## src/rtl/gate_model_bist.sv

```systemverilog
// gate_model_bist: built-in self-test harness for GateModel netlists.
// An LFSR drives the DUT inputs and a MISR compacts the DUT outputs. The final
// signature is compared against a golden value.
// Optional feature: define GATE_BIST_SEED_LOAD_EN to add the seed_in/golden_in
// ports, which are sampled on the start edge. In that build the SEED and GOLDEN
// parameters are ignored.
module gate_model_bist #(
  parameter int unsigned      N_IN      = 22,
  parameter int unsigned      N_OUT     = 10,
  parameter int unsigned      N_PAT     = 256,
  parameter int unsigned      LAT       = 0,
  parameter logic [N_IN-1:0]  LFSR_TAPS = 22'h300000,
  parameter logic [N_OUT-1:0] MISR_TAPS = 10'h240,
  parameter logic [N_IN-1:0]  SEED      = {{(N_IN-1){1'b0}}, 1'b1},
  parameter logic [N_OUT-1:0] GOLDEN    = '0
) (
  input  logic             clk,
  input  logic             rst,
  input  logic             start,
`ifdef GATE_BIST_SEED_LOAD_EN
  input  logic [N_IN-1:0]  seed_in,
  input  logic [N_OUT-1:0] golden_in,
`endif
  output logic [N_IN-1:0]  dut_in,
  input  logic [N_OUT-1:0] dut_out,
  output logic             busy,
  output logic             done,
  output logic             pass,
  output logic [N_OUT-1:0] signature
);

  localparam int unsigned     CNT_W    = $clog2(N_PAT + LAT + 1);
  localparam int              LAT_I    = int'(LAT);
  // Counter value of the last RUN cycle and of the last busy cycle.
  localparam int              RUN_LAST = int'(N_PAT) - 1;
  localparam int              RUN_END  = int'(N_PAT + LAT) - 1;
  localparam logic [N_IN-1:0] ONE_IN   = {{(N_IN-1){1'b0}}, 1'b1};
  localparam logic [N_IN-1:0] SEED_EFF = (SEED == '0) ? ONE_IN : SEED;

  typedef enum logic [1:0] {
    StIdle,
    StRun,
    StFlush,
    StDone
  } state_e;

  state_e             state_q, state_d;
  logic [N_IN-1:0]    lfsr_q, lfsr_d;
  logic [N_OUT-1:0]   misr_q, misr_d;
  logic [CNT_W-1:0]   cnt_q, cnt_d;
  logic               busy_q, busy_d;
  logic               done_q, done_d;
  logic               pass_q, pass_d;

  logic [N_IN-1:0]    lfsr_step;
  logic [N_OUT-1:0]   misr_step;
  logic [N_IN-1:0]    start_seed;
  logic [N_OUT-1:0]   golden_cur;
  logic [N_IN-1:0]    rst_seed;
  int                 cnt_i;

`ifdef GATE_BIST_SEED_LOAD_EN
  logic [N_OUT-1:0]   golden_q, golden_d;

  // A zero seed would lock the LFSR, so it is replaced by 1.
  assign start_seed = (seed_in == '0) ? ONE_IN : seed_in;
  assign golden_cur = golden_q;
  assign rst_seed   = ONE_IN;

  // Golden value captured with the seed on the start edge.
  always_comb begin
    golden_d = golden_q;
    if ((state_q == StIdle || state_q == StDone) && start) begin
      golden_d = golden_in;
    end
  end

  // Golden value register.
  always_ff @(posedge clk) begin
    if (rst) begin
      golden_q <= '0;
    end else begin
      golden_q <= golden_d;
    end
  end
`else
  assign start_seed = SEED_EFF;
  assign golden_cur = GOLDEN;
  assign rst_seed   = SEED_EFF;
`endif

  assign lfsr_step = {lfsr_q[N_IN-2:0], ^(lfsr_q & LFSR_TAPS)};
  assign misr_step = {misr_q[N_OUT-2:0], ^(misr_q & MISR_TAPS)} ^ dut_out;
  assign cnt_i     = int'(cnt_q);

  // Next-state logic: sequencing, pattern generation and compaction.
  always_comb begin
    state_d = state_q;
    lfsr_d  = lfsr_q;
    misr_d  = misr_q;
    cnt_d   = cnt_q;
    busy_d  = busy_q;
    done_d  = done_q;
    pass_d  = pass_q;
    unique case (state_q)
      StIdle, StDone: begin
        if (start) begin
          state_d = StRun;
          lfsr_d  = start_seed;
          misr_d  = '0;
          cnt_d   = '0;
          busy_d  = 1'b1;
          done_d  = 1'b0;
          pass_d  = 1'b0;
        end
      end
      StRun, StFlush: begin
        // The LFSR only advances while patterns are being applied.
        if (state_q == StRun) begin
          lfsr_d = lfsr_step;
        end
        // Compaction starts LAT cycles after RUN entry so that each response
        // is absorbed on the cycle it appears at the DUT output.
        if (cnt_i >= LAT_I) begin
          misr_d = misr_step;
        end
        cnt_d = cnt_q + CNT_W'(1);
        if (cnt_i == RUN_END) begin
          state_d = StDone;
          cnt_d   = '0;
          busy_d  = 1'b0;
          done_d  = 1'b1;
          pass_d  = (misr_d == golden_cur);
        end else if (cnt_i == RUN_LAST) begin
          state_d = StFlush;
        end
      end
      default: begin
        state_d = StIdle;
      end
    endcase
  end

  // State and registered outputs, synchronous reset.
  always_ff @(posedge clk) begin
    if (rst) begin
      state_q <= StIdle;
      lfsr_q  <= rst_seed;
      misr_q  <= '0;
      cnt_q   <= '0;
      busy_q  <= 1'b0;
      done_q  <= 1'b0;
      pass_q  <= 1'b0;
    end else begin
      state_q <= state_d;
      lfsr_q  <= lfsr_d;
      misr_q  <= misr_d;
      cnt_q   <= cnt_d;
      busy_q  <= busy_d;
      done_q  <= done_d;
      pass_q  <= pass_d;
    end
  end

  assign dut_in    = lfsr_q;
  assign busy      = busy_q;
  assign done      = done_q;
  assign pass      = pass_q;
  assign signature = misr_q;

endmodule
```

## config.mk

```make
export PLATFORM = sky130hd
export DESIGN_NAME = gate_model_bist
export DESIGN_NICKNAME = d
export VERILOG_FILES = /design/src/rtl/gate_model_bist.sv
export SDC_FILE = /design/constraint.sdc
export NUM_CORES = 1
export LEC_CHECK = 0
export BUFFER_PORTS_ARGS = -buffer_cell sky130_fd_sc_hd__clkbuf_2
export CAP_MARGIN = 10
export CORE_ASPECT_RATIO = 1.2
export CORE_MARGIN = 2
export CORE_UTILIZATION = 55
export CTS_CLUSTER_SIZE = 40
export DETAILED_ROUTE_END_ITERATION = 10
export PLACE_DENSITY = 0.86
export SETUP_SLACK_MARGIN = 0.1
export SYNTH_ARGS = -nofsm -noshare
export SYNTH_HDL_FRONTEND = slang
export SYNTH_SLANG_ARGS = --single-unit
```

## constraint.sdc

```tcl
create_clock -name clk -period 3.3 [get_ports clk]
set_input_delay 0.825 -clock clk [delete_from_list [all_inputs] [get_ports clk]]
set_output_delay 0.825 -clock clk [all_outputs]
set_load 0.005 [all_outputs]
```

==> results of run 1 <==
sequential cells by signal, summed over array words and instances (netlist names):
name	cells
busy	1
signature	10
pass	1
state_q	2
cnt_q	9
dut_in	22
worst max-delay path, cell delays in order (launching register included):
cell      delay, ns
dfxtp_1        0.31
inv_1          0.05
ha_1           0.28
buf_4          0.30
nor2b_1        0.18
buf_4          0.17
or2_1          0.55
nor2b_1        0.21
o21bai_1       0.08
area by class of cell:
cell class              count  area [sq um]  share of cell area
flip-flops and latches     45           901               0.411
multi-input cells         147           885               0.404
repair buffers             51           265               0.121
clock buffers               7          76.3              0.0348
clock inverters             1          7.51             0.00342
inverters                   3          11.3             0.00514
well taps                  37          46.3              0.0211
layout by cell type (no fill, tap or decap), drive strengths merged:
cell       n
nor3       2
and4       1
clkbuf    54
or2        1
o21ai      4
o22a       1
dfxtp     45
nand4      2
ha         2
o31ai      1
and4b      1
clkinvlp   1
nor2      36
o21bai     2
a21oi      8
or3        2
mux2i      1
a2bb2oi    1
xnor2      7
nor2b      4
o211ai     1
xor2       7
or4        2
nand3     11
nor4       1
and3b      1
a31oi      9
nor3b      2
a22oi     22
buf        4
nand2     14
and3       1
inv        3
cells by family after synthesis:
| kind of cell | after synthesis | share of synthesized area |
|---|---|---|
| adders and majority gates | 2 | 0.0135 |
| and+or+nand+nor | 81 | 0.204 |
| DFF | 45 | 0.485 |
| buffers and inverters | 18 | 0.0397 |
| xor gates and xnor gates | 14 | 0.0700 |
| AOI/OAI and AO/OA | 49 | 0.183 |
| muxes | 1 | 0.00538 |
path summary, 6_finish.rpt:
path / from / endpoint / slack, ns / cells past startpoint
worst max-delay path: state_q[0] / dut_in[0] / 1.07 / 8
worst min-delay path: cnt_q[8] / cnt_q[8] / 0.48 / 1
worst max register to register: state_q[0] / dut_in[0] / 1.07 / 8
worst min register to register: cnt_q[8] / cnt_q[8] / 0.48 / 1
metal layers:
metal  part of all wire  wire, um  global-route usage
met2               0.48      1890               0.378
met4              0.020        80               0.113
met1               0.44      1750               0.254
met5                  0         0                   0
met3              0.062       245              0.0670
power breakdown:
| group | switching, mW | leakage [nW] | internal (mW) |
|---|---|---|---|
| Sequential | 0.0131 | 0.365 | 0.558 |
| Clock | 0.187 | 0.0385 | 0.150 |
| Combinational | 0.0808 | 0.508 | 0.0502 |
| Total | 0.281 | 0.911 | 0.759 |
==> flow_summary.yaml, run 1 <==
run_status:
  status: "complete, no violations"
synth:
  synthTopCellsByArea: "dfxtp_1, a22oi_1, nor2_1"
  syn_nets: 225
  ys_warn_count: 0
  synth_seq_cells: 45
  synth_edf_count: 0
  yosysTopAreaCellShare: 0.485
  ys_types: 36
  yosysTopAreaCell: "dfxtp_1"
  syn_area_per_cell_sq_um: 8.85
  synth_ff_type: "dfxtp_1"
  yosysSeqAreaShare: 0.485
  synthCells: 210
  synth_area_sq_um: 1860
  synth.most_common_cell: "dfxtp_1"
  ys_async_sr_fraction: 0
  synth_commonest_cells: "dfxtp_1, nor2_1, a22oi_1"
clocking:
  clk_latency_ns: 0.30
  cts_buffers: 5
  clock_path_buffers: 2
  postCtsSetupBuffers: 0
  hold_buffers: 0
  ctsResizeCount: 0
  path_clk_slew_ns: 0.08
  cts_tree: "done"
  htreeDepth: 2
  root_buffer: "clkbuf_8"
  cts.sink_count: 45
power:
  p_leak_nw: 0.911
  power_mw: 1.04
  p_per_area_nw_per_um2: 474
  peakVddDrop_v: 0.000440
worst_setup_path:
  startpoint_type: "flip-flop"
  cp_max_fo: 30
  arrival_ns: 2.43
  cp-end-kind: "flip-flop"
  path_class: "flip-flop to flip-flop"
  required_ns: 3.50
timing:
  rsz0062_at_grt: "false"
  drv_slew: 0
  fin_crit_sh: 0.676
  final.setup_skew_ns: 0.00592
  min_period_ns: 2.23
  layout_setup_ws_ns: 1.07
  worst_hold_slack_ns: 0.480
  slew_headroom: 0.555
  setup_violations: 0
  final_hold_viol_count: 0
  setup-tns-final_ns: 0
  worst_pin_slew_ns: 0.668
  fmax_ghz: 0.448
placed_design:
  gp_congestion: 0.773
  placed_area_sq_um: 2110
  dp_cells: 283
  dp_hpwl_mm: 2.62
  pre_cts_ws_ns: 1.09
  port_buffers: 47
global_route:
  grt_pass1_vias: 1525
  antenna_found_initial: 0
  grt_max_degree: 46
  grt_overflow_total: 0
  grtUsageTotal: 0.223
  grt_first_pass_wirelength_mm: 6.62
die:
  core_sq_um: 3280
  row_count: 23
  die_w_um: 57.1
  dieArea_sq_um: 3860
  die_y_um: 67.7
  initial_core_util: 0.567
  ios: 48
drt:
  drt_pass1_iterations: 5
  final_antenna_net_count: 0
  via_per_inst: 5.61
  vias: 1633
  drt_wl_total_mm: 3.97
  first_iter_violations: 72
  wire_per_inst_um: 13.6
  drc: 0
layout:
  final_util: 0.668
  drive_gt1_frac: 0.236
  nNetsFinal: 268
  area_delta_synth_final_pct: 17.9
  n_antenna_cell: 0
  stdcell_area_sq_um: 2190
  instances_no_fill: 291
  nFillCells: 293
flow_run:
  max-cap-violations: 0
worst_hold_path:
  hold_class: "flip-flop to flip-flop"
Note: power is estimated with default switching activity, not from simulation.
==> run 2, diff against run 1 <==
--- a/config.mk
+++ b/config.mk
@@ -5,14 +5,15 @@
 export SDC_FILE = /design/constraint.sdc
 export NUM_CORES = 1
 export LEC_CHECK = 0
+export ABC_AREA = 1
 export BUFFER_PORTS_ARGS = -buffer_cell sky130_fd_sc_hd__clkbuf_2
 export CAP_MARGIN = 10
 export CORE_ASPECT_RATIO = 1.2
 export CORE_MARGIN = 2
-export CORE_UTILIZATION = 55
+export CORE_UTILIZATION = 48
 export CTS_CLUSTER_SIZE = 40
 export DETAILED_ROUTE_END_ITERATION = 10
-export PLACE_DENSITY = 0.86
+export PLACE_DENSITY = 0.78
 export SETUP_SLACK_MARGIN = 0.1
 export SYNTH_ARGS = -nofsm -noshare
 export SYNTH_HDL_FRONTEND = slang
==> constraint.sdc (replaced) <==
create_clock -name clk -period 1.8 [get_ports clk]
set_input_delay 0.45 -clock clk [delete_from_list [all_inputs] [get_ports clk]]
set_output_delay 0.45 -clock clk [all_outputs]
set_load 0.005 [all_outputs]
==> flow_summary.yaml, run 2 <==
synth:
  yosysTopAreaCell: "dfxtp_1"
  synthTopCellsByArea: "dfxtp_1, nand2_1, a21oi_2"
  syn_nets: 297
  syn_area_per_cell_sq_um: 7.39
  yosysSeqAreaShare: 0.432
  synth_seq_cells: 45
  ys_async_sr_fraction: 0
  ys_types: 24
  yosysTopAreaCellShare: 0.432
  synth_commonest_cells: "nand2_1, dfxtp_1, inv_1"
  synth_edf_count: 0
  ys_warn_count: 0
  synth.most_common_cell: "nand2_1"
  synthCells: 282
  synth_ff_type: "dfxtp_1"
  synth_area_sq_um: 2080
placed_design:
  gp_congestion: 0.766
  pre_cts_ws_ns: 0.128
  dp_hpwl_mm: 2.93
  port_buffers: 47
global_route:
  grt_first_pass_wirelength_mm: 7.45
  grt_max_degree: 23
  grt_overflow_total: 0
  grt_pass1_vias: 1655
  antenna_found_initial: 0
  grtUsageTotal: 0.188
die:
  row_count: 26
  die_y_um: 76.2
  ios: 48
  dieArea_sq_um: 4890
  die_w_um: 64.1
  initial_core_util: 0.493
  core_sq_um: 4230
drt:
  wire_per_inst_um: 10.9
  first_iter_violations: 75
  via_per_inst: 4.85
  drt_wl_total_mm: 4.22
  final_antenna_net_count: 0
  drt_pass1_iterations: 4
  vias: 1881
  drc: 0
timing:
  worst_hold_slack_ns: 0.442
  drv_slew: 0
  rsz0062_at_grt: "false"
  final.setup_skew_ns: 0.00763
  fin_crit_sh: 0.873
  fmax_ghz: 0.636
  layout_setup_ws_ns: 0.228
  setup_violations: 0
  slew_headroom: 0.792
  worst_pin_slew_ns: 0.311
  final_hold_viol_count: 0
  setup-tns-final_ns: 0
  min_period_ns: 1.57
worst_setup_path:
  r2r-start: "state_q[1]"
  crit_slowest_cell: "dfxtp_1"
  crit_path_start: "state_q[1]"
  required_ns: 2.03
  cp_top_family: "buffers and inverters"
  crit_chain: "ha_1 > inv_2 > buf_4 > nand2_1 > inv_1 > o21ai_0 > a21oi_1"
  arrival_ns: 1.81
  cp-end-kind: "flip-flop"
  startpoint_type: "flip-flop"
  critical_path_buf_inv_count: 3
  max_stage_delay_ns: 0.34
  cp_max_fo: 13
  path_class: "flip-flop to flip-flop"
clocking:
  hold_buffers: 0
  clk_latency_ns: 0.30
  postCtsSetupBuffers: 0
  root_buffer: "clkbuf_8"
  cts_buffers: 5
  cts.sink_count: 45
  clock_path_buffers: 2
  htreeDepth: 2
  cts_tree: "done"
  path_clk_slew_ns: 0.09
  ctsResizeCount: 0
flow_run:
  max-cap-violations: 0
worst_hold_path:
  hold_class: "primary input to flip-flop"
  hp-start: "rst"
power:
  peakVddDrop_v: 0.000570
  p_per_area_nw_per_um2: 778
  p_leak_nw: 1.02
  power_mw: 1.91
layout:
  nNetsFinal: 346
  multi_input_area_sq_um: 1000
  largest_register_ffs: 22
  nFillCells: 419
  area_delta_synth_final_pct: 17.5
  layout_common_cells: "nand2_1, clkbuf_2, dfxtp_1"
  final-seq-area_sq_um: 901
  final_common_cell: "nand2_1"
  n_antenna_cell: 0
  drive_gt1_frac: 0.313
run_status:
  status: "complete, no violations"
-- run 2: cell types whose count changed in the layout (fill, tap and decap cells not counted), sizes merged, moves of 4 or more --
| cell | change |
|---|---|
| a21oi | +34 |
| a22oi | -22 |
| a31oi | -9 |
| inv | +27 |
| nand2 | +92 |
| nor2 | -19 |
| nor2b | -4 |
| xnor2 | -5 |
| xor2 | -6 |
-- run 2: final timing paths --
kind	depth (start not counted)	endpoint	slack, ns
worst max-delay path	7	cnt_q[5]	0.23
worst min-delay path	3	dut_in[0]	0.44
worst max register to register	7	cnt_q[5]	0.23
worst min register to register	2	cnt_q[8]	0.46
-- run 2: worst min-delay path, cell delays in order --
cell	delay [ns]
clkbuf_2	0.10
inv_1	0.08
nand3_1	0.08
-- run 2: where the power goes --
part	internal (mW)	leakage, nW	switching (mW)	total (mW)
Sequential	1.02	0.365	0.0224	1.04
Clock	0.269	0.0450	0.339	0.608
Combinational	0.0907	0.614	0.162	0.253
-- run 2: layer usage --
metal	share of wire	track usage	vias to the layer above
met5	0	0	-
met4	0.014	0.0574	0
met3	0.053	0.0487	6
met2	0.47	0.303	48
met1	0.46	0.246	849
li1	-	-	978
-- run 2: area by class of cell --
type                    count  share of cell area
clock inverters             2             0.00409
clock buffers               6              0.0296
well taps                  56              0.0286
multi-input cells         196               0.408
repair buffers             53               0.114
flip-flops and latches     45               0.368
inverters                  30              0.0470
-- run 2: stage by stage --
step                      area (sq um)  instances   util
after detailed placement          2360        380  0.559
final                             2450        388  0.579
after CTS                         2450        388  0.579
after global routing              2450        388  0.579
after floorplan                   2080        282      -
after global placement            2360        380  0.559
-- run 2: logic make-up after synthesis --
family,share of synthesized area
buffers and inverters,0.0877
XOR/XNOR,0.0126
adder cells (fa/ha/maj),0.0120
AO/OA/AOI/OAI,0.156
AND/OR/NAND/NOR,0.300
flip-flops,0.432
==> run 3, diff against run 2 <==
--- a/config.mk
+++ b/config.mk
@@ -8,12 +8,11 @@
 export ABC_AREA = 1
 export BUFFER_PORTS_ARGS = -buffer_cell sky130_fd_sc_hd__clkbuf_2
 export CAP_MARGIN = 10
-export CORE_ASPECT_RATIO = 1.2
 export CORE_MARGIN = 2
-export CORE_UTILIZATION = 48
+export CORE_UTILIZATION = 57
 export CTS_CLUSTER_SIZE = 40
 export DETAILED_ROUTE_END_ITERATION = 10
-export PLACE_DENSITY = 0.78
+export PLACE_DENSITY = 0.87
 export SETUP_SLACK_MARGIN = 0.1
 export SYNTH_ARGS = -nofsm -noshare
 export SYNTH_HDL_FRONTEND = slang
==> constraint.sdc (replaced) <==
create_clock -name clk -period 1.83 [get_ports clk]
set_input_delay 0.4575 -clock clk [delete_from_list [all_inputs] [get_ports clk]]
set_output_delay 0.4575 -clock clk [all_outputs]
set_load 0.005 [all_outputs]
==> flow_summary.yaml, run 3 (synthesized netlist as in run 2, its figures left out) <==
layout:
  nNetsFinal: 345
  area_delta_synth_final_pct: 15.9
  drive_gt1_frac: 0.320
  layout_common_cells: "nand2_1, clkbuf_2, dfxtp_1"
  n_antenna_cell: 0
  instances_no_fill: 377
  final_common_cell: "nand2_1"
  largest_register_ffs: 22
worst_setup_path:
  critical_path_buf_inv_count: 4
  required_ns: 2.13
  cp-end-kind: "flip-flop"
  crit_chain: "inv_1 > ha_2 > inv_2 > buf_4 > nand2_1 > inv_1 > o21ai_0 > a21oi_1"
  arrival_ns: 1.90
  path_class: "flip-flop to flip-flop"
  startpoint_type: "flip-flop"
  cp_top_family: "buffers and inverters"
  cp_max_fo: 13
  crit_top_cell: "inv_1"
  max_stage_delay_ns: 0.33
  crit_slowest_cell: "dfxtp_1"
placed_design:
  port_buffers: 47
  pre_cts_ws_ns: 0.0322
  dp_hpwl_mm: 3.17
  dp_cells: 369
  gp_congestion: 0.792
drt:
  drt_wl_total_mm: 4.37
  drc: 0
  wire_per_inst_um: 11.6
  via_per_inst: 5.14
  drt_pass1_iterations: 4
  vias: 1937
  first_iter_violations: 87
  final_antenna_net_count: 0
timing:
  fin_crit_sh: 0.872
  final_hold_viol_count: 0
  layout_setup_ws_ns: 0.233
  drv_slew: 0
  worst_hold_slack_ns: 0.364
  worst_pin_slew_ns: 0.358
  setup_violations: 0
  rsz0062_at_grt: "false"
  slew_headroom: 0.761
  fmax_ghz: 0.626
  final.setup_skew_ns: 0.0176
  min_period_ns: 1.60
  setup-tns-final_ns: 0
die:
  ios: 48
  die_y_um: 64.5
  initial_core_util: 0.610
  row_count: 21
  core_sq_um: 3420
  die_w_um: 64.5
  dieArea_sq_um: 4150
clocking:
  root_buffer: "clkbuf_4"
  clock_path_buffers: 2
  clk_latency_ns: 0.38
  path_clk_slew_ns: 0.15
  htreeDepth: 2
  cts.sink_count: 45
  cts_tree: "done"
  cts_buffers: 5
  hold_buffers: 0
  postCtsSetupBuffers: 0
power:
  p_leak_nw: 1.00
  p_per_area_nw_per_um2: 738
  peakVddDrop_v: 0.000583
  power_mw: 1.78
global_route:
  grt_pass1_vias: 1734
  grt_max_degree: 25
  antenna_found_initial: 0
  grt_overflow_total: 0
  grtUsageTotal: 0.222
  grt_first_pass_wirelength_mm: 7.24
run_status:
  status: "complete, no violations"
flow_run:
  max-cap-violations: 0
worst_hold_path:
  hold_class: "primary input to flip-flop"
-- run 3: changes by cell type in the layout (fill, tap and decap cells not counted), sizes merged --
cell	delta
buf	-1
clkbuf	-1
clkinvlp	+1
-- run 3: area by class of cell --
class / count / area, sq um
Sequential cell: 45 / 902
Multi-Input combinational cell: 196 / 1000
Clock inverter: 3 / 25.0
Timing Repair Buffer: 52 / 273
Fill cell: 278 / 1000
Clock buffer: 5 / 37.5
Inverter: 30 / 118
Tap cell: 46 / 57.6
-- run 3: power by group --
group	leakage (nW)	internal (mW)	switching, mW
Clock	0.0318	0.157	0.349
Sequential	0.365	1.01	0.0236
Combinational	0.607	0.0880	0.157
-- run 3: worst paths after layout --
| path | startpoint | to | slack, ns | cells past startpoint |
|---|---|---|---|---|
| worst max-delay path | state_q[0] | cnt_q[5] | 0.23 | 8 |
| worst min-delay path | rst | dut_in[0] | 0.36 | 3 |
| worst min register to register | cnt_q[8] | cnt_q[8] | 0.46 | 2 |
| worst max register to register | state_q[0] | cnt_q[5] | 0.23 | 8 |
-- run 3: what timing repair did --
action | CTS | global route
cloned | 0 | 0
endpoints found under the setup margin | 22 | 13
resized for setup | 1 | 2
-- run 3: metrics by stage --
stage,util,instance area (sq um)
6_report,0.707,2410
5_1_grt,0.707,2410
4_1_cts,0.706,2410
3_5_place_dp,0.686,2340
3_3_place_gp,0.686,2340
2_1_floorplan,-,2080
-- run 3: tightest hold or removal path, cell delays in order --
cell	delay, ns
clkbuf_2	0.10
inv_1	0.08
nand3_1	0.08
-- run 3: metal layers --
layer,up-vias,global-route usage,wire (um),part of all wire
li1,981,-,-,-
met1,882,0.262,1870,0.43
met2,66,0.395,2160,0.49
met3,8,0.0556,268,0.061
met4,0,0.0718,65,0.015
met5,-,0,0,0
